--- config.mk ---
export PLATFORM = sky130hd
export DESIGN_NAME = muldiv_hilo_ctrl
export DESIGN_NICKNAME = d
export VERILOG_FILES = /design/src/rtl/muldiv_hilo_ctrl.sv
export SDC_FILE = /design/constraint.sdc
export NUM_CORES = 1
export LEC_CHECK = 0
export BUFFER_PORTS_ARGS = -buffer_cell sky130_fd_sc_hd__clkbuf_2
export CORE_AREA = 2 2 157 159
export CTS_BUF_LIST = sky130_fd_sc_hd__clkbuf_4
export CTS_CLUSTER_SIZE = 14
export DETAILED_ROUTE_END_ITERATION = 12
export DIE_AREA = 0 0 159 161
export GPL_ROUTABILITY_DRIVEN = 0
export PLACE_DENSITY = 0.56
export SYNTH_ARGS = -nofsm -noshare
export SYNTH_HDL_FRONTEND = slang
export SYNTH_SLANG_ARGS = --single-unit
--- constraint.sdc ---
create_clock -name clk -period 3.2 [get_ports clk]
set_input_delay 0.32 -clock clk [delete_from_list [all_inputs] [get_ports clk]]
set_output_delay 0.32 -clock clk [all_outputs]
set_load 0.01 [all_outputs]
--- src/rtl/muldiv_hilo_ctrl.sv ---
// -----------------------------------------------------------------------------
// muldiv_hilo_ctrl
//
// Owns the architectural HI/LO register pair. It sequences MULT/MULTU/DIV/DIVU/
// MTHI/MTLO operations issued from the EX stage.
//   - MULT/MULTU commit the external combinational product in the accept cycle.
//     They cause no stall.
//   - MTHI/MTLO write one half of the pair in the accept cycle.
//   - DIV/DIVU latch their operands. The block then hands them to a multi-cycle
//     divider core through a valid/ready handshake and waits for the one-cycle
//     result pulse. A flush during an in-flight divide discards the result.
//     If the handshake already completed, DRAIN swallows the pulse that is
//     still coming.
//   - A watchdog abandons a divide that never returns a result. In that case
//     it raises a sticky timeout flag.
//
// Ports:
//   clk, rst                  clock, synchronous active-high reset
//   req_valid/req_ready       EX request handshake
//   req_op                    0 MULT 1 MULTU 2 DIV 3 DIVU 4 MTHI 5 MTLO
//                             (6 and 7 are accepted and have no effect)
//   req_src1, req_src2        operands
//   flush                     kills a presented or in-flight op
//   mul_op                    multiplier mode: bit0 signed, bit1 unsigned
//   mul_src1, mul_src2        operand pass-through to the multiplier
//   mul_result                combinational 64-bit product
//   div_signed                selects the signed divider channel
//   div_dividend/div_divisor  latched divide operands
//   div_src_valid/ready       divider source handshake
//   div_dout_valid/data       divider result pulse: {quotient, remainder}
//   hi, lo                    architectural HI/LO
//   busy                      controller is not idle (EX stall)
//   div_done                  one-cycle pulse after a divide commits
//   div_timeout               sticky watchdog flag, cleared only by rst
// -----------------------------------------------------------------------------
module muldiv_hilo_ctrl #(
  parameter int TIMEOUT = 64,
  parameter int CNT_W   = 7
) (
  input  logic        clk,
  input  logic        rst,
  input  logic        req_valid,
  output logic        req_ready,
  input  logic [2:0]  req_op,
  input  logic [31:0] req_src1,
  input  logic [31:0] req_src2,
  input  logic        flush,
  output logic [1:0]  mul_op,
  output logic [31:0] mul_src1,
  output logic [31:0] mul_src2,
  input  logic [63:0] mul_result,
  output logic        div_signed,
  output logic [31:0] div_dividend,
  output logic [31:0] div_divisor,
  output logic        div_src_valid,
  input  logic        div_src_ready,
  input  logic        div_dout_valid,
  input  logic [63:0] div_dout_data,
  output logic [31:0] hi,
  output logic [31:0] lo,
  output logic        busy,
  output logic        div_done,
  output logic        div_timeout
);

  localparam logic [2:0] OP_MULT  = 3'd0;
  localparam logic [2:0] OP_MULTU = 3'd1;
  localparam logic [2:0] OP_DIV   = 3'd2;
  localparam logic [2:0] OP_DIVU  = 3'd3;
  localparam logic [2:0] OP_MTHI  = 3'd4;
  localparam logic [2:0] OP_MTLO  = 3'd5;

  // This is the last counter value in WAIT/DRAIN before the divide is abandoned.
  // The counter is cleared on entry, so this gives exactly TIMEOUT cycles.
  localparam logic [CNT_W-1:0] CNT_LAST = CNT_W'(TIMEOUT - 1);

  typedef enum logic [1:0] {
    IDLE  = 2'd0,
    ISSUE = 2'd1,
    WAIT  = 2'd2,
    DRAIN = 2'd3
  } state_t;

  state_t            state_reg, state_next;
  logic [31:0]       hi_reg, hi_next;
  logic [31:0]       lo_reg, lo_next;
  logic [31:0]       dividend_reg, dividend_next;
  logic [31:0]       divisor_reg, divisor_next;
  logic              signed_reg, signed_next;
  logic [CNT_W-1:0]  cnt_reg, cnt_next;
  logic              done_reg, done_next;
  logic              timeout_reg, timeout_next;

  logic              accept;
  logic              cnt_expired;

  // A request presented during a flush is not accepted.
  assign req_ready   = (state_reg == IDLE) && !flush;
  assign accept      = req_valid && req_ready;
  assign cnt_expired = (cnt_reg == CNT_LAST);

  // -------------------------------------------------------------------------
  // Multiplier interface
  // -------------------------------------------------------------------------
  assign mul_src1 = req_src1;
  assign mul_src2 = req_src2;

  always_comb begin
    mul_op = 2'b00;
    if (req_valid && (state_reg == IDLE)) begin
      if (req_op == OP_MULT) begin
        mul_op = 2'b01;
      end else if (req_op == OP_MULTU) begin
        mul_op = 2'b10;
      end
    end
  end

  // -------------------------------------------------------------------------
  // Next-state and datapath updates
  // -------------------------------------------------------------------------
  always_comb begin
    state_next    = state_reg;
    hi_next       = hi_reg;
    lo_next       = lo_reg;
    dividend_next = dividend_reg;
    divisor_next  = divisor_reg;
    signed_next   = signed_reg;
    cnt_next      = cnt_reg;
    done_next     = 1'b0;
    timeout_next  = timeout_reg;

    unique case (state_reg)
      IDLE: begin
        if (accept) begin
          case (req_op)
            OP_MULT, OP_MULTU: begin
              hi_next = mul_result[63:32];
              lo_next = mul_result[31:0];
            end
            OP_DIV, OP_DIVU: begin
              dividend_next = req_src1;
              divisor_next  = req_src2;
              signed_next   = (req_op == OP_DIV);
              state_next    = ISSUE;
            end
            OP_MTHI: hi_next = req_src1;
            OP_MTLO: lo_next = req_src1;
            default: ;  // reserved ops are consumed without effect
          endcase
        end
      end

      ISSUE: begin
        if (div_src_ready) begin
          // The core has taken the operands, so a result pulse will come.
          // After a flush it must be drained instead of committed.
          cnt_next   = '0;
          state_next = flush ? DRAIN : WAIT;
        end else if (flush) begin
          state_next = IDLE;
        end
      end

      WAIT: begin
        if (flush) begin
          // If the result arrives on the flush cycle, nothing is left to drain.
          cnt_next   = '0;
          state_next = div_dout_valid ? IDLE : DRAIN;
        end else if (div_dout_valid) begin
          // Core packs {quotient, remainder}; LO takes quotient, HI remainder.
          lo_next    = div_dout_data[63:32];
          hi_next    = div_dout_data[31:0];
          done_next  = 1'b1;
          state_next = IDLE;
        end else if (cnt_expired) begin
          timeout_next = 1'b1;
          state_next   = IDLE;
        end else begin
          cnt_next = cnt_reg + 1'b1;
        end
      end

      DRAIN: begin
        if (div_dout_valid) begin
          state_next = IDLE;
        end else if (cnt_expired) begin
          timeout_next = 1'b1;
          state_next   = IDLE;
        end else begin
          cnt_next = cnt_reg + 1'b1;
        end
      end

      default: state_next = IDLE;
    endcase
  end

  // -------------------------------------------------------------------------
  // State registers
  // -------------------------------------------------------------------------
  always_ff @(posedge clk) begin
    if (rst) begin
      state_reg    <= IDLE;
      hi_reg       <= '0;
      lo_reg       <= '0;
      dividend_reg <= '0;
      divisor_reg  <= '0;
      signed_reg   <= 1'b0;
      cnt_reg      <= '0;
      done_reg     <= 1'b0;
      timeout_reg  <= 1'b0;
    end else begin
      state_reg    <= state_next;
      hi_reg       <= hi_next;
      lo_reg       <= lo_next;
      dividend_reg <= dividend_next;
      divisor_reg  <= divisor_next;
      signed_reg   <= signed_next;
      cnt_reg      <= cnt_next;
      done_reg     <= done_next;
      timeout_reg  <= timeout_next;
    end
  end

  // -------------------------------------------------------------------------
  // Outputs
  // -------------------------------------------------------------------------
  assign hi            = hi_reg;
  assign lo            = lo_reg;
  assign div_dividend  = dividend_reg;
  assign div_divisor   = divisor_reg;
  assign div_signed    = signed_reg;
  assign div_src_valid = (state_reg == ISSUE);
  assign busy          = (state_reg != IDLE);
  assign div_done      = done_reg;
  assign div_timeout   = timeout_reg;

endmodule

## Yosys cells after proc, flatten, opt, wreduce, memory -nomap -nowiden

Index checks and enable logic that the tools add are counted.

| operators by class | value |
|---|---|
| add/subtract/negate cells | 1 |
| $mul | 0 |
| div/mod/pow operators | 0 |
| $lt $le $gt $ge | 0 |
| equality and inequality tests | 17 |
| shifts and indexed selects | 0 |
| muxes and demuxes | 33 |
| bitwise operators | 1 |
| reduce and logical (&&, ||, !) cells | 19 |

Operators with widths:

| operator | count |
|---|---|
| 32-bit case mux with 2 select lines | 4 |
| 32-bit two-way mux | 6 |
| 7-bit two-way mux | 4 |
| 2-bit two-way mux | 11 |
| 7-bit case mux with 3 select lines | 1 |
| 5-bit AND reduction | 2 |
| 2-bit case mux with 4 select lines | 1 |
| 7-bit by 1-bit adder with 7-bit output (second input constant) | 1 |
| 7-bit by 6-bit == test with 1-bit output (second input constant) | 1 |
| 3-bit by 2-bit == test with 1-bit output (second input constant) | 2 |
| 3-bit == test (second input constant) | 2 |
| 2-bit != test (second input constant) | 3 |
| 3-bit by 1-bit != test with 1-bit output (second input constant) | 2 |
| 3-bit AND reduction | 2 |
| 2-bit nonzero test | 3 |
| 1-bit two-way mux | 5 |
| 2-bit == test (second input constant) | 2 |
| 2-bit by 1-bit != test with 1-bit output (second input constant) | 2 |
| 2-bit AND reduction | 2 |
| 2-bit OR reduction | 2 |
| 3-bit by 1-bit == test with 1-bit output (second input constant) | 1 |
| 1-bit logical AND | 3 |
| 3-bit zero test | 1 |
| 3-bit by 2-bit != test with 1-bit output (second input constant) | 1 |
| other kinds (7) | 7 |

| storage, ports and cells | value |
|---|---|
| register bits | 140 |
| bits in latches | 0 |
| RAM bits | 0 |
| ROM bits | 0 |
| output and inout bits | 200 |
| memories | 0 |

## Longest topological paths before layout

Gate-level depths: netlist (run 1).

| depth | value |
|---|---|
| word-level depth | 5 |
| gate-level depth with buffers | 7 |
| depth with buffers taken out | 5 |

## Least setup slack after synthesis (run 1)

Ideal clock, no wire load.

| timing path | value |
|---|---|
| kind | flip-flop to flip-flop |
| from | register state_reg[0] |
| to | register dividend_reg[18] (netlist: div_dividend[18]) |
| arrival | 1.720 ns |
| required time | 3.068 ns |
| path slack | 1.348 ns |
| stages on the path, launching flop included | 8 |
| clock period less this slack | 1.852 ns |
| path through | dfxtp_1 buf_2 or4b_4 or3b_1 buf_6 buf_6 nand2_1 a21oi_1 |

| on the way | value |
|---|---|
| cells in the longest elaborated chain, start to end | 4 |

RTL lines:

| element | RTL line | source |
|---|---|---|
| start, declared | 84 | `state_t state_reg, state_next;` |
| start signal, assigned | 214 | `state_reg <= state_next;` |
| 2-bit zero test (*) | 98, 133 |  |
| 1-bit logical AND | 98 | `assign req_ready = (state_reg == IDLE) && !flush;` |
| 1-bit logical AND | 99 | `assign accept = req_valid && req_ready;` |
| 3-bit AND reduction (no line) (*) | n/a |  |
| end signal, assigned | 217 | `dividend_reg <= dividend_next;` |
| end, declared | 87 | `logic [31:0] dividend_reg, dividend_next;` |

Every way passes the cells marked *; elsewhere a longest branch is shown, timed or not.
A chain may end at the register's enable or synchronous reset.

## Worst setup path after layout (run 1)

| timing path | value |
|---|---|
| from | register state_reg[1] |
| to | register divisor_reg[31] (netlist: div_divisor[31]) |

| on the way | value |
|---|---|
| cells in the longest elaborated chain, start to end | 4 |

RTL lines:

| element | RTL line | source |
|---|---|---|
| 2-bit zero test (*) | 98, 133 |  |
| 1-bit logical AND | 98 |  |
| 1-bit logical AND | 99 |  |
| 3-bit AND reduction (no line) (*) | n/a |  |
| end signal, assigned | 218 | `divisor_reg <= divisor_next;` |
| end, declared | 88 | `logic [31:0] divisor_reg, divisor_next;` |

Marked as above.

==> results of run 1 <==
-- cell type report --
class	instances	area share [%]
inverter	3	0.124
tap	324	4.47
antenna	4	0.110
clock buffer	18	1.49
clock inverter	12	1.38
sequential	140	30.9
timing repair buffer	457	28.3
multi-input combinational	586	33.3
-- placed cells by master, fill, tap and decap left out, types with 4 or more instances in the layout --
master         instances
a21oi_1               69
a22o_1                64
a31oi_1               65
and3b_1                4
buf_4                 12
clkbuf_2             399
clkbuf_4              18
clkinv_2               4
dfxtp_1              140
diode_2                4
dlygate4sd3_1         43
nand2_1              262
nand3_1                5
nor2_1                73
-- power groups by stage --
stage	Clock, uW	Sequential [uW]	Combinational, uW
CTS	1180	1820	615
finish	1130	1820	613
floorplan	0	1870	290
detailed placement	0	1860	573
global route	1260	1820	669
global placement	0	1860	573
-- critical path, delay by kind of cell (launching register included) --
family	cells	cell delay [ns]
buf+inv	1	0.29
compound gates	1	0.07
simple gates	3	1.47
flops	1	0.44
-- final timing paths --
| check | start | end | slack [ns] | cells past startpoint |
|---|---|---|---|---|
| max | state_reg[1] | div_divisor[31] | 0.77 | 5 |
| min | req_src1[20] | div_dividend[20] | 0.07 | 3 |
| max reg2reg | state_reg[1] | div_divisor[31] | 0.77 | 5 |
| min reg2reg | div_timeout | div_timeout | 0.46 | 2 |
-- routing by layer --
metal	GRT usage [%]	part of all wire [%]	up-vias
li1	-	-	3564
met2	34.5	50	260
met5	0	0	-
met4	6.16	1.7	0
met3	4.03	5.5	27
met1	24.7	43	3374
-- repair_timing --
item                                   4_1_cts  5_1_grt
buffers inserted                             0        0
hold buffers                                43        0
endpoints found under the hold margin       43        0
-- through the flow --
| stage | power, uW | area, um2 | setup WS (ns) | std cells | hold WS (ns) |
|---|---|---|---|---|---|
| final | 3560 | 9070 | 0.773 | 1544 | 0.0693 |
| after global routing | 3750 | 9070 | 0.634 | 1543 | 0.000436 |
| after CTS | 3610 | 9060 | 0.758 | 1540 | 0.000970 |
| after detailed placement | 2430 | 8370 | 0.789 | 1467 | 0.438 |
| after global placement | 2430 | 8370 | 0.806 | 1467 | 0.435 |
| after floorplan | 2160 | 6610 | 1.35 | 863 | 0.439 |
-- cells by family after synthesis --
kind of cell | Yosys count | synth area share (%)
buffers and inverters | 137 | 12.6
XOR/XNOR | 2 | 0.265
AND/OR/NAND/NOR | 369 | 22.7
adder cells (fa/ha/maj) | 1 | 0.189
flip-flops | 140 | 42.4
AO/OA/AOI/OAI | 211 | 21.4
multiplexers | 3 | 0.454
-- synthesized netlist by cell type, types with 4 or more instances --
library cell  number
nand2_1          262
dfxtp_1          140
nor2_1            73
a21oi_1           71
buf_4             68
a31oi_1           65
a22o_1            64
clkbuf_1          45
buf_2             15
buf_6              6
nand3_1            5
and3b_1            4
==> metrics.md, run 1 <==
| Metric | Value |
|---|---|
| Fin util | `37.8%` |
| Critical Path RT | `3.60 ns` |
| Die Y | `161 um` |
| Final hold violations | `0` |
| Combinational share of power | `17.2%` |
| # DRC | `0` |
| Total gr overflow | `0` |
| CTS tree | `built` |
| Antenna violations before repair | `1` |
| Cts repair resizes | `0` |
| Area contributors post-synth | `dfxtp_1 (42%), nand2_1 (15%), a22o_1 (8.5%)` |
| Vias in the first global route | `6,666` |
| Internal | `2520 uW` |
| F_max | `412 MHz` |
| Yosys top cell area share | `42.4%` |
| Clock transition at path regs | `0.13 ns` |
| Post-layout nets | `about 1,400` |
| Synth Net Count | `1,065` |
| Detailed Place HPWL | `18,800 um` |
| Clk Latency, worst-skew pair | `roughly 0.54 ns` |
| Kind of critical path | `reg -> reg` |
| Wire per inst | `approximately 17 um` |
| Final setup skew | `around 0.022 ns` |
| CTS root buffer | `clkbuf_4` |
| Worst VDD drop | `between 0.1 and 0.15 mV` |
| Starting DRC count in detailed routing | `529` |
| Path category of the worst min-delay check | `in -> reg` |
| Crit share post-route | `between 70% and 80%` |
| Clock Tree Buf Depth | `2` |
| Pwr Density | `393 nW/um2` |
| Sequential element share of the synthesized area | `42.4%` |
| H-Tree Depth | `4` |
| Footprint of the multi-input gates | `3020 um2` |
| Rel. slew slack | `36.6%` |
| Layout cells sized above 1 | `37.3%` |
| Pleak | `between 0.004 and 0.005 uW` |
| P_sw | `1040 uW` |
| Total track usage | `between 15 and 20%` |
| Fin crit period | `2.43 ns` |
| Synth area leader | `dfxtp_1` |
| Row cnt | `57` |
| DR vias | `between 7,000 and 8,000` |
| #FFs+latches synth | `140` |
| Setup crit start kind | `flop` |
| EDFF count, synth | `0` |
| Clock power share | `31.7%` |
| Largest net degree at the start of global routing | `just under 100` |
| Run status | `finished, final reports clean` |
| Flop pwr share | `51.0%` |
| Die Span X | `159 um` |
| CP max FO | `42` |
| Fin. max-slew vios | `0` |
| Die area | `approximately 26,000 um2` |
| Final setup vio count | `0` |
| First-pass GRT wire length | `between 30,000 and 40,000 um` |
| Ports | `401` |
| Buffers on Ports | `400` |
| Worst-path cell chain | `or4b_4 -> or3b_2 -> buf_12 -> nand2_1 -> a21oi_1` |
| Register area | `about 2800 um2` |
| Mapped cell area | `6610 um2` |
| Switching share of power | `29.2%` |
| Starting Density | `roughly 28%` |
| Slew @ Worst Pin | `approximately 0.94 ns` |
| Setup crit end kind | `flop` |
| Drt first pass iters | `5` |
| CP peak stage delay | `0.77 ns` |
| Syn Area/Cell | `between 7 and 8 um2` |
| Core area | `approximately 24,000 um2` |
| Slowest CP cell | `or3b_2` |
| Fraction of registers with async set/reset | `0%` |
| Unrepaired setup endpoints after global routing | `false` |
| Synthesis Warnings | `0` |
| Post-route setup TNS | `0 ns` |
| CTS sink cnt | `140` |
| Final wirelength | `between 20,000 and 30,000 um` |
| CTS Buf Count | `17` |
| Layout Area Growth over Synthesis | `37.2%` |
| DR vias/cell | `between 4 and 5` |
| Synth unique cells | `41` |
| Post-synth top flop | `dfxtp_1` |
| Worst Path Arrival | `between 2 and 3 ns` |
| Remaining antenna violation count | `0` |
| Post-synthesis cell count | `863` |
| Max Cap Viol | `0` |
| # fillers | `2,603` |
No activity file was read; power rests on OpenSTA's default activity.
==> run 2, diff against run 1 <==
==> constraint.sdc (replaced) <==
create_clock -name clk -period 2.35 [get_ports clk]
set_input_delay 0.235 -clock clk [delete_from_list [all_inputs] [get_ports clk]]
set_output_delay 0.235 -clock clk [all_outputs]
set_load 0.01 [all_outputs]
==> metrics.md, run 2 (synthesis results as in run 1) <==
| Metric | Value |
|---|---|
| Critical Path RT | `2.12 ns (was 3.60 ns)` |
| Final hold violations | `0 (unchanged)` |
| Worst Path Arrival | `1.90 ns (was 2.83 ns)` |
| Remaining antenna violation count | `0 (unchanged)` |
| DR vias/cell | `4.68 (about the same)` |
| Place WS | `0.313 ns (was 0.789 ns)` |
| Ports | `401 (unchanged)` |
| Met3 Usage GRT | `4.65% (was 4.03%)` |
| Cts repair resizes | `0 (unchanged)` |
| Post-route setup TNS | `0 ns (unchanged)` |
| GRT busiest layer | `met2 (unchanged)` |
| Layout Area Growth over Synthesis | `42.2% (was 37.2%)` |
| Core area | `24,000 um2 (unchanged)` |
| Layout cells sized above 1 | `36.8% (was 37.3%)` |
| F_max | `469 MHz` |
| Die area | `25,600 um2 (unchanged)` |
| Setup crit end kind | `output pin (was flop)` |
| Final setup vio count | `0 (unchanged)` |
| CTS Buf Count | `17 (unchanged)` |
| Pleak | `0.00449 uW (was 0.00435 uW)` |
| Clk Latency, worst-skew pair | `0.54 ns (about the same)` |
| Slew @ Worst Pin | `0.791 ns (was 0.944 ns)` |
| CTS root buffer | `clkbuf_4 (unchanged)` |
| Fin crit period | `2.13 ns` |
| Setup crit start kind | `flop (unchanged)` |
| Rel. slew slack | `47.2% (was 36.6%)` |
| Met2 GRT Util | `35.0% (was 34.5%)` |
| Final wirelength | `26,300 um (about the same)` |
| Post-CTS Setup Bufs | `0 (unchanged)` |
| Antenna violations before repair | `1 (unchanged)` |
| Starting Density | `27.6% (unchanged)` |
| Final cell count without fillers | `1,569 (was 1,544)` |
| CP max FO | `10 (was 42)` |
| Clock Tree Buf Depth | `2 (unchanged)` |
| Detailed Place HPWL | `18,000 um (was 18,800 um)` |
| Area after DPL | `8420 um2 (was 8370 um2)` |
| Post-route worst setup slack | `0.216 ns (was 0.773 ns)` |
| Total track usage | `19.9% (was 19.8%)` |
| Worst VDD drop | `0.332 mV (was 0.148 mV)` |
| Clock transition at path regs | `0.14 ns (was 0.13 ns)` |
| Kind of critical path | `reg -> out (was reg -> reg)` |
| Drt first pass iters | `4 (was 5)` |
| Path category of the worst min-delay check | `in -> reg (unchanged)` |
| Post-route cell area | `9400 um2 (was 9070 um2)` |
| # DRC | `0 (unchanged)` |
| First-pass GRT wire length | `39,800 um (was 39,100 um)` |
| Unrepaired setup endpoints after global routing | `false (unchanged)` |
| Run status | `finished, final reports clean (unchanged)` |
| GR Layer Usage met1 | `24.4% (was 24.7%)` |
| Pwr Density | `542 nW/um2 (was 393 nW/um2)` |
| Fin. max-slew vios | `0 (unchanged)` |
| H-Tree Depth | `4 (unchanged)` |
| DR vias | `7,341 (was 7,225)` |
| Max Cap Viol | `0 (unchanged)` |
| Crit share post-route | `90.8%` |
| Total gr overflow | `0 (unchanged)` |
| Starting DRC count in detailed routing | `449 (was 529)` |
| CTS tree | `built (unchanged)` |
| Post-layout nets | `1,433 (was 1,407)` |
| Final setup skew | `0.0188 ns (was 0.0220 ns)` |
| Dpl cells | `1,469 (was 1,467)` |
| Die Y | `161 um (unchanged)` |
| Die Span X | `159 um (unchanged)` |
| Buffers on Ports | `400 (unchanged)` |
| Commonest non-fill, non-tap cell in the layout | `clkbuf_2 (unchanged)` |
| Most frequent cells in the layout | `clkbuf_2 (399), nand2_1 (262), dfxtp_1 (140), nor2_1 (73), a21oi_1 (69) (unchanged)` |
| Largest net degree at the start of global routing | `131 (was 99)` |
| Row cnt | `57 (unchanged)` |
| Wire per inst | `16.8 um (was 17.0 um)` |
| Vias in the first global route | `6,967 (was 6,666)` |
| CTS sink cnt | `140 (unchanged)` |
## run 2: cell count changes in the layout (fill, tap and decap cells not counted)
| cell | delta |
|---|---|
| buf_12 | +3 |
| buf_4 | -1 |
| bufinv_16 | +1 |
| clkbuf_4 | +1 |
| clkinv_2 | -3 |
| clkinv_4 | -1 |
| clkinvlp_4 | +1 |
| diode_2 | -3 |
| dlygate4sd3_1 | +24 |
| inv_6 | +3 |
## run 2: critical path, stage by stage, from the launching register on
cell	delay [ns]
dfxtp_1	0.41
or4b_4	0.58
nor3b_1	0.19
clkbuf_2	0.17
## run 2: routing by layer
layer	vias up	wire [um]
li1	3614	-
met1	3416	11200
met5	-	0
met4	0	345
met3	21	1650
met2	290	13200
## run 2: stage by stage
step | power, uW | utilization, % | hold WS, ns
after CTS | 5170 | 39.2 | 0.00570
final | 5100 | 39.2 | 0.0662
after detailed placement | 3320 | 35.1 | 0.440
after global routing | 5350 | 39.2 | 0.00266
after global placement | 3320 | 35.1 | 0.436
after floorplan | 2950 | - | 0.371
## run 2: timing repair
action	CTS	global route
setup endpoints to repair	0	0
endpoints found under the hold margin	67	0
hold buffers	67	0
## run 2: final timing paths
path / startpoint / to / slack, ns / depth (start not counted)
worst min register to register: div_timeout / div_timeout / 0.46 / 2
worst min-delay path: req_src1[31] / div_dividend[31] / 0.07 / 3
worst max-delay path: state_reg[0] / mul_op[1] / 0.22 / 3
worst max register to register: state_reg[0] / div_dividend[3] / 0.28 / 5
## run 2: layout make-up
type                       instances  area (um2)
multi-input combinational        586        3020
fill                            2546       14600
timing repair buffer             483        2860
antenna                            1        2.50
sequential                       140        2800
inverter                           3        11.3
clock buffer                      19         143
tap                              324         405
clock inverter                    13         165
## run 2: power breakdown
group | leakage, uW | internal (uW) | total [uW] | switching, uW
clock | 0.000158 | 771 | 1750 | 975
combinational | 0.00320 | 406 | 880 | 474
sequential | 0.00113 | 2440 | 2470 | 34.6
total | 0.00449 | 3610 | 5100 | 1480
==> run 3, diff against run 2 <==
==> config.mk (replaced) <==
export PLATFORM = sky130hd
export DESIGN_NAME = muldiv_hilo_ctrl
export DESIGN_NICKNAME = d
export VERILOG_FILES = /design/src/rtl/muldiv_hilo_ctrl.sv
export SDC_FILE = /design/constraint.sdc
export NUM_CORES = 1
export LEC_CHECK = 0
export ABC_AREA = 1
export BUFFER_PORTS_ARGS = -buffer_cell sky130_fd_sc_hd__clkbuf_2
export CORE_AREA = 2 2 156 158
export CTS_BUF_LIST = sky130_fd_sc_hd__clkbuf_4
export CTS_CLUSTER_SIZE = 14
export DETAILED_ROUTE_END_ITERATION = 12
export DIE_AREA = 0 0 158 160
export GPL_ROUTABILITY_DRIVEN = 0
export PLACE_DENSITY = 0.61
export SYNTH_ARGS = -nofsm -noshare
export SYNTH_HDL_FRONTEND = slang
export SYNTH_SLANG_ARGS = --single-unit
==> metrics.md, run 3 <==
| Metric | Value |
|---|---|
| Yosys top cell area share | `36.6% (was 42.4%)` |
| Fin util | `46.5% (was 39.2%)` |
| CTS Buf Count | `17 (unchanged)` |
| H-Tree Depth | `4 (unchanged)` |
| Ports | `401 (unchanged)` |
| Clock Tree Buf Depth | `2 (unchanged)` |
| F_max | `460 MHz (was 469 MHz)` |
| Final setup vio count | `0 (unchanged)` |
| Pleak | `0.00616 uW (was 0.00449 uW)` |
| Die Y | `160 um (was 161 um)` |
| Pwr Density | `485 nW/um2 (was 542 nW/um2)` |
| Mapped cell area | `7650 um2 (was 6610 um2)` |
| CTS tree | `built (unchanged)` |
| Multiplexer share of the synthesized area | `0% (was 0.454%)` |
| Slew @ Worst Pin | `0.547 ns (was 0.791 ns)` |
| Setup crit start kind | `flop (unchanged)` |
| Clock transition at path regs | `0.14 ns (about the same)` |
| Starting DRC count in detailed routing | `585 (was 449)` |
| Antenna violations before repair | `1 (unchanged)` |
| Vias in the first global route | `8,502 (was 6,967)` |
| Total gr overflow | `0 (unchanged)` |
| Clk Latency, worst-skew pair | `0.54 ns (about the same)` |
| Area after DPL | `9390 um2 (was 8420 um2)` |
| Detailed Place HPWL | `19,500 um (was 18,000 um)` |
| # fillers | `2,513 (was 2,546)` |
| Post-route worst setup slack | `0.175 ns (was 0.216 ns)` |
| Combinational family with the most area after synthesis | `simple AND/OR/NAND/NOR gates (unchanged)` |
| DR vias/cell | `4.48 (was 4.68)` |
| Rel. slew slack | `63.5% (was 47.2%)` |
| Post-synth top flop | `dfxtp_1 (unchanged)` |
| Fraction of registers with async set/reset | `0% (unchanged)` |
| # DRC | `0 (unchanged)` |
| Wire per inst | `14.6 um (was 16.8 um)` |
| CP max FO | `91 (was 10)` |
| Synthesis Warnings | `0 (unchanged)` |
| Core area | `23,800 um2 (was 24,000 um2)` |
| Post-synthesis cell count | `1,210 (was 863)` |
| Synth area leader | `dfxtp_1 (unchanged)` |
| Syn Area/Cell | `6.33 um2 (was 7.66 um2)` |
| Starting Density | `32.1% (was 27.6%)` |
| Synth unique cells | `30 (was 41)` |
| Most numerous cell in the Yosys netlist | `nand2_1 (unchanged)` |
| Most common library cells after synthesis | `nand2_1 (350), nor2_1 (175), inv_1 (148) (was nand2_1 (262), dfxtp_1 (140), nor2_1 (73))` |
| Post-route setup TNS | `0 ns (unchanged)` |
| Most frequent cells in the layout | `clkbuf_2 (400), nand2_1 (349), nor2_1 (175), inv_1 (147), dfxtp_1 (140) (was clkbuf_2 (399), nand2_1 (262), dfxtp_1 (140), nor2_1 (73), a21oi_1 (69))` |
| Layout Area Growth over Synthesis | `44.9% (was 42.2%)` |
| GRT busiest layer | `met2 (unchanged)` |
| Path category of the worst min-delay check | `in -> reg (unchanged)` |
| EDFF count, synth | `0 (unchanged)` |
| Remaining antenna violation count | `0 (unchanged)` |
| DR vias | `8,924 (was 7,341)` |
| First-pass GRT wire length | `43,600 um (was 39,800 um)` |
| Row cnt | `57 (unchanged)` |
| Met3 Usage GRT | `5.40% (was 4.65%)` |
| Kind of critical path | `reg -> reg (was reg -> out)` |
| Unrepaired setup endpoints after global routing | `false (unchanged)` |
| Area contributors post-synth | `dfxtp_1 (37%), nand2_1 (17%), nor2_1 (8.6%) (was dfxtp_1 (42%), nand2_1 (15%), a22o_1 (8.5%))` |
| Post-route cell area | `11,100 um2 (was 9400 um2)` |
| Final setup skew | `0.0247 ns (was 0.0188 ns)` |
| Met2 GRT Util | `39.1% (was 35.0%)` |
| Slowest CP cell | `dlygate4sd3_1 (was or4b_4)` |
| Commonest non-fill, non-tap cell in the layout | `clkbuf_2 (unchanged)` |
| Setup crit end kind | `flop (was output pin)` |
| CTS root buffer | `clkbuf_4 (unchanged)` |
| Largest net degree at the start of global routing | `92 (was 131)` |
| Simple-Gate Fraction of Synth Area | `35.6% (was 22.7%)` |
| Die Span X | `158 um (was 159 um)` |
| CP peak stage delay | `0.59 ns (was 0.58 ns)` |
| Crit share post-route | `92.5% (was 90.8%)` |
| Post-synthesis xor/xnor area fraction | `0.114% (was 0.265%)` |
| Critical Path RT | `2.79 ns (was 2.12 ns)` |
| Synth Area in Adders | `0.163% (was 0.189%)` |
| Synth Area in Compound Gates | `9.30% (was 21.4%)` |
| Worst Path Arrival | `2.62 ns (was 1.90 ns)` |
| Drt first pass iters | `5 (was 4)` |
| Worst VDD drop | `0.328 mV (was 0.332 mV)` |
| Die area | `25,300 um2 (was 25,600 um2)` |
| Fin crit period | `2.17 ns (was 2.13 ns)` |
| Synth Net Count | `1,412 (was 1,065)` |
| Run status | `finished, final reports clean (unchanged)` |
| Place WS | `0.569 ns (was 0.313 ns)` |
| Final Power | `5380 uW (was 5100 uW)` |
| Total track usage | `22.1% (was 19.9%)` |
| Buffers on Ports | `400 (unchanged)` |
| Layout cells sized above 1 | `28.0% (was 36.8%)` |
| GR Layer Usage met1 | `25.5% (was 24.4%)` |
| Final hold violations | `0 (unchanged)` |
| Post-layout nets | `1,855 (was 1,433)` |
| #FFs+latches synth | `140 (unchanged)` |
| Fin. max-slew vios | `0 (unchanged)` |
| Final wirelength | `29,000 um (was 26,300 um)` |
| Worst-path cell chain | `inv_2 -> nor2_8 -> inv_4 -> buf_12 -> or2_1 -> a21oi_1 -> dlygate4sd3_1 -> nor2_1 (was or4b_4 -> nor3b_1 -> clkbuf_2)` |
| Max Cap Viol | `0 (unchanged)` |
| CTS sink cnt | `140 (unchanged)` |
| Sequential element share of the synthesized area | `36.6% (was 42.4%)` |
## run 3: cell types whose count changed in the layout (fill, tap and decap cells not counted), moves of 67 or more
cell / previous run / this run
nand3_1: 5 / 73
o21ai_0: 2 / 69
dlygate4sd3_1: 67 / 137
nand2_1: 262 / 349
nor2_1: 73 / 175
inv_1: 3 / 147
## run 3: power by group
group / leakage (uW) / switching [uW] / internal (uW)
logic: 0.00486 / 616 / 530
registers: 0.00114 / 50.4 / 2470
clock network: 0.000161 / 1120 / 592
## run 3: final cells by class
class	count	area [um2]	area share (%)
Sequential cell	140	2800	25.3
Antenna cell	1	2.50	0.0226
Clock buffer	17	128	1.15
Multi-Input combinational cell	791	3470	31.3
Timing Repair Buffer	551	3530	31.8
Inverter	152	576	5.19
Tap cell	324	405	3.66
Clock inverter	15	171	1.55
## run 3: worst paths after layout
path | startpoint | end | slack (ns) | cells past startpoint
worst max register to register | state_reg[1] | lo[19] | 0.18 | 8
worst min-delay path | div_dout_data[13] | hi[13] | 0.05 | 5
worst min register to register | cnt_reg[6] | cnt_reg[6] | 0.46 | 2
worst max-delay path | state_reg[1] | lo[19] | 0.18 | 8
## run 3: per-stage QoR
stage / hold slack, ns / cells
after CTS: 0.000328 / 1983
after detailed placement: 0.441 / 1818
after floorplan: 0.304 / 1210
after global placement: 0.434 / 1818
final: 0.0537 / 1991
after global routing: 0.00625 / 1991
## run 3: timing repair
action	CTS	global route
hold buffers	133	4
endpoints found under the setup margin	0	9
buffers inserted	0	2
hold endpoints to repair	122	4
gates resized for setup	0	1
## run 3: worst max-delay path, delay by kind of cell (launching register included)
family	cells	cell delay (ns)
buf+inv	4	0.94
simple gates	3	0.49
flops	1	0.43
compound gates	1	0.16
## run 3: cell families after synthesis
kind of cell	Yosys count
adder cells (fa/ha/maj)	1
buffers and inverters	280
XOR/XNOR	1
AND/OR/NAND/NOR	647
flip-flops	140
AO/OA/AOI/OAI	141
## run 3: layer usage
layer | wire length [um] | part of all wire [%]
met5 | 0 | 0
met1 | 11800 | 41
met2 | 14200 | 49
met4 | 779 | 2.7
met3 | 2270 | 7.8
